--- config.mk ---
export PLATFORM = sky130hd
export DESIGN_NAME = subtrator_completo
export DESIGN_NICKNAME = d
export VERILOG_FILES = /design/src/rtl/subtrator_completo_pkg.sv /design/src/rtl/subtrator_bit.sv /design/src/rtl/subtrator_completo.sv
export SDC_FILE = /design/constraint.sdc
export NUM_CORES = 1
export LEC_CHECK = 0
export BUFFER_PORTS_ARGS = -buffer_cell sky130_fd_sc_hd__buf_2
export CAP_MARGIN = 10
export CELL_PAD_IN_SITES_DETAIL_PLACEMENT = 0
export CELL_PAD_IN_SITES_GLOBAL_PLACEMENT = 1
export CORE_AREA = 10 10 47 49
export CTS_CLUSTER_SIZE = 10
export DETAILED_ROUTE_END_ITERATION = 8
export DIE_AREA = 0 0 57 59
export PLACE_DENSITY_LB_ADDON = 0.1
export SLEW_MARGIN = 15
export SYNTH_ARGS = -nofsm -noshare
export SYNTH_HDL_FRONTEND = slang
export SYNTH_SLANG_ARGS = --single-unit
--- constraint.sdc ---
create_clock -name clk -period 1.7 [get_ports clk]
set_input_delay 0.085 -clock clk [delete_from_list [all_inputs] [get_ports clk]]
set_output_delay 0.085 -clock clk [all_outputs]
set_load 0.005 [all_outputs]
--- src/rtl/subtrator_completo_pkg.sv ---
// Shared constants for the ripple-borrow full subtractor.
package subtrator_completo_pkg;

  localparam int WIDTH_DEFAULT = 1;
  localparam int MAX_WIDTH     = 64;

endpackage

--- src/rtl/subtrator_bit.sv ---
// One-bit full subtractor cell: difference and borrow-out from a, b and borrow-in.
module subtrator_bit (
  input  logic a,
  input  logic b,
  input  logic bin,
  output logic d,
  output logic bout
);

  logic diff_s;

  assign diff_s = a ^ b;
  assign d      = diff_s ^ bin;
  // A borrow leaves this bit when b outweighs a, or when they tie and one arrives.
  assign bout   = (~a & b) | (~diff_s & bin);

endmodule

--- src/rtl/subtrator_completo.sv ---
// WIDTH-bit ripple-borrow subtractor with live combinational outputs and a
// strobed, synchronously reset output register.
module subtrator_completo
  import subtrator_completo_pkg::*;
#(
  parameter int WIDTH = WIDTH_DEFAULT
) (
  input  logic             clk,
  input  logic             rst,
  input  logic [WIDTH-1:0] a,
  input  logic [WIDTH-1:0] b,
  input  logic             cin,
  input  logic             en,
  output logic [WIDTH-1:0] s,
  output logic             cout,
  output logic [WIDTH-1:0] s_q,
  output logic             cout_q,
  output logic             valid_q
);

  logic [WIDTH:0]   borrow_s;
  logic [WIDTH-1:0] diff_s;
  logic [WIDTH-1:0] s_r;
  logic             cout_r;
  logic             valid_r;

  assign borrow_s[0] = cin;

  generate
    for (genvar i = 0; i < WIDTH; i++) begin : g_bit
      subtrator_bit u_bit (
        .a    (a[i]),
        .b    (b[i]),
        .bin  (borrow_s[i]),
        .d    (diff_s[i]),
        .bout (borrow_s[i+1])
      );
    end
  endgenerate

  assign s    = diff_s;
  assign cout = borrow_s[WIDTH];

  // Output register: reset clears, strobe captures, otherwise the result is held.
  always_ff @(posedge clk) begin
    if (rst) begin
      s_r     <= '0;
      cout_r  <= 1'b0;
      valid_r <= 1'b0;
    end else if (en) begin
      s_r     <= diff_s;
      cout_r  <= borrow_s[WIDTH];
      valid_r <= 1'b1;
    end else begin
      s_r     <= s_r;
      cout_r  <= cout_r;
      valid_r <= valid_r;
    end
  end

  assign s_q     = s_r;
  assign cout_q  = cout_r;
  assign valid_q = valid_r;

endmodule

==> impl_metrics.ini <==
[global_routing]
busiest_layer = met4
grt_pass1_wl_um = 669
antenna_found_initial = 0
gr-total-overflow = 0
met1_usage_pct = 2.85
track_usage_pct = 3.11
grt_max_degree = 5
gr-usage-met2_pct = 3.10
use_met3_pct = 2.15
grt_pass1_vias = 147

[layout]
final_cell_mix = buf_2, nor2_1, inv_1, clkbuf_4, dfxtp_1
final_nets = 35
n_antenna_cell = 0
fillers = 178
utilization_pct = 15.7
drive_gt1_share_pct = 48.1
layout_commonest_cell = buf_2
area_growth_pct = 77.8
multi_input_area_um2 = 52.6
final-seq-area_um2 = 60.1

[floorplanning]
dieWidth_um = 57
fp.dieArea_um2 = 3360
coreArea_um2 = 1400
io_pins = 11
start_util_pct = 8.84
fp.dieH_um = 59
num_rows = 14

[route]
ant_nets = 0
dr.pass1.iters = 3
drt-vias-per-instance = 3.30
vias = 142
avgRoutedWirePerCell_um = 10.2
drc = 0
drt_iter0_drc = 3
wl_um = 438

[logic_synthesis]
ys_seq_area_share_pct = 48.5
ys_types = 6
syn_area_um2 = 124
synth_top_area_share_pct = 48.5
synth_area_leaders = dfxtp_1, fa_1, nor2_1
postSynthNetCount = 20
synth_seq_cells = 3
yosysTopAreaCell = dfxtp_1
yosys_warnings = 0
avgSynthCellArea_um2 = 9.53
synthCells = 13

[critical_path]
worst_path_max_delay_cell = fa_1
crit_arrival_ps = 850
crit_required_ps = 1620
cp_max_fo = 2
critPathTopFamily = adder cells
rr_endpoint = cout_q
worstSetupEndpointType = output pin
path_common_cell = buf_2
critPathBufInv = 2
critPathLaunchType = primary input
timing.reg2reg.setup_slack_ps = 1070
critical-path-max-stage-delay_ps = 540
r2r-start = cout_q
ff2ff_path_depth = 2
worstSetupPathType = in2out
crit_chain = buf_2 > fa_1 > buf_2

[timing]
rsz0062_at_grt = no
tightest_slew_ps = 164
slew_headroom_pct = 89.0
hold_viol = 0
final.setup_skew_ps = 0
min_period_over_period_pct = 54.9
drv_slew = 0
setup_tns_ps = 0
min_period_ps = 934
setup_viol = 0
fmax_mhz = 1070

[power]
p_per_area_nw_per_um2 = 1070
ir_worst_vdd_mv = 0.179
p_sw_uw = 53.4
swShare_pct = 22.6
p_int_uw = 182
leakage_uw = 0.000120
pwr-share-clk_pct = 51.8
seq_power_share_pct = 33.6
pwr-share-comb_pct = 14.6

[clock_tree]
numCtsBuffers = 3
cts-root-buf = clkbuf_4
cts_tree = done
post_cts_buffers = 0
clk_pin_slew_ps = 40
cts-hold-fix-buffers = 0
cts.sinks = 3
cts.path.max_buffers = 2
insertion_delay_ps = 230
cts_resized = 0
htreeDepth = 1

[placed_design]
io_buffers = 10
gp_congestion = 0.601

[min_path]
worst_hold_path.num_cells = 2
min-delay-path-class = in2reg
hp-start = rst
hold_end = s_q

[run_status]
status = completed

[run]
cap_violations = 0
-- synthesized netlist by cell type, drive strengths merged --
library cell,number
nor2,4
dfxtp,3
inv,3
a211oi,1
fa,1
mux2i,1
-- layout make-up --
class,count,share of cell area [%]
well taps,16,9.09
inverters,3,5.11
multi-input cells,7,23.9
flip-flops and latches,3,27.3
clock buffers,4,11.9
repair buffers,10,22.7
-- state kept, by name, indices dropped and copies added, names as in the netlist --
signal and cells:
cout_q 1, valid_q 1, s_q 1
-- metal layers --
layer / share of wire, % / vias up
met3: 12 / 2
met4: 4.3 / 0
li1: - / 67
met2: 44 / 9
met1: 39 / 64
met5: 0 / -
-- cell families (layout without fill, tap and decap cells) --
logic type | after synthesis | after routing | synth area share (%)
buffers and inverters | 3 | 17 | 9.09
and+or+nand+nor | 4 | 4 | 12.1
DFF | 3 | 3 | 48.5
adders and majority gates | 1 | 1 | 16.2
muxes | 1 | 1 | 8.08
AOI/OAI and AO/OA | 1 | 1 | 6.06
-- through the flow --
step / cells / hold WS [ps] / instance area [µm²] / power, µW / setup WS, ps
3_3_place_gp: 39 / 297 / 194 / 116 / 723
3_5_place_dp: 39 / 305 / 194 / 117 / 705
6_report: 43 / 56.7 / 220 / 236 / 766
2_1_floorplan: 13 / 157 / 124 / 94.9 / 810
5_1_grt: 43 / 56.3 / 220 / 259 / 728
4_1_cts: 43 / 55.1 / 220 / 247 / 757
-- how the worst max path moves through the flow --
| stage | from | endpoint | depth (start not counted) |
|---|---|---|---|
| after floorplan | b | s_q | 4 |
| after global placement | a | s_q | 4 |
| after detailed placement | a | s_q | 4 |
| after CTS | a | s | 3 |
| after global routing | a | s | 3 |
| final | a | s | 3 |
-- power groups by stage --
stage	Sequential [µW]	Combinational, µW	Clock [µW]
final	79.3	34.5	122
after floorplan	80.8	14.0	0
after global routing	80.3	39.9	139
after detailed placement	80.2	36.8	0
after global placement	80.0	36.4	0
after CTS	79.4	36.6	131
Note: power is estimated with default switching activity, not from simulation.
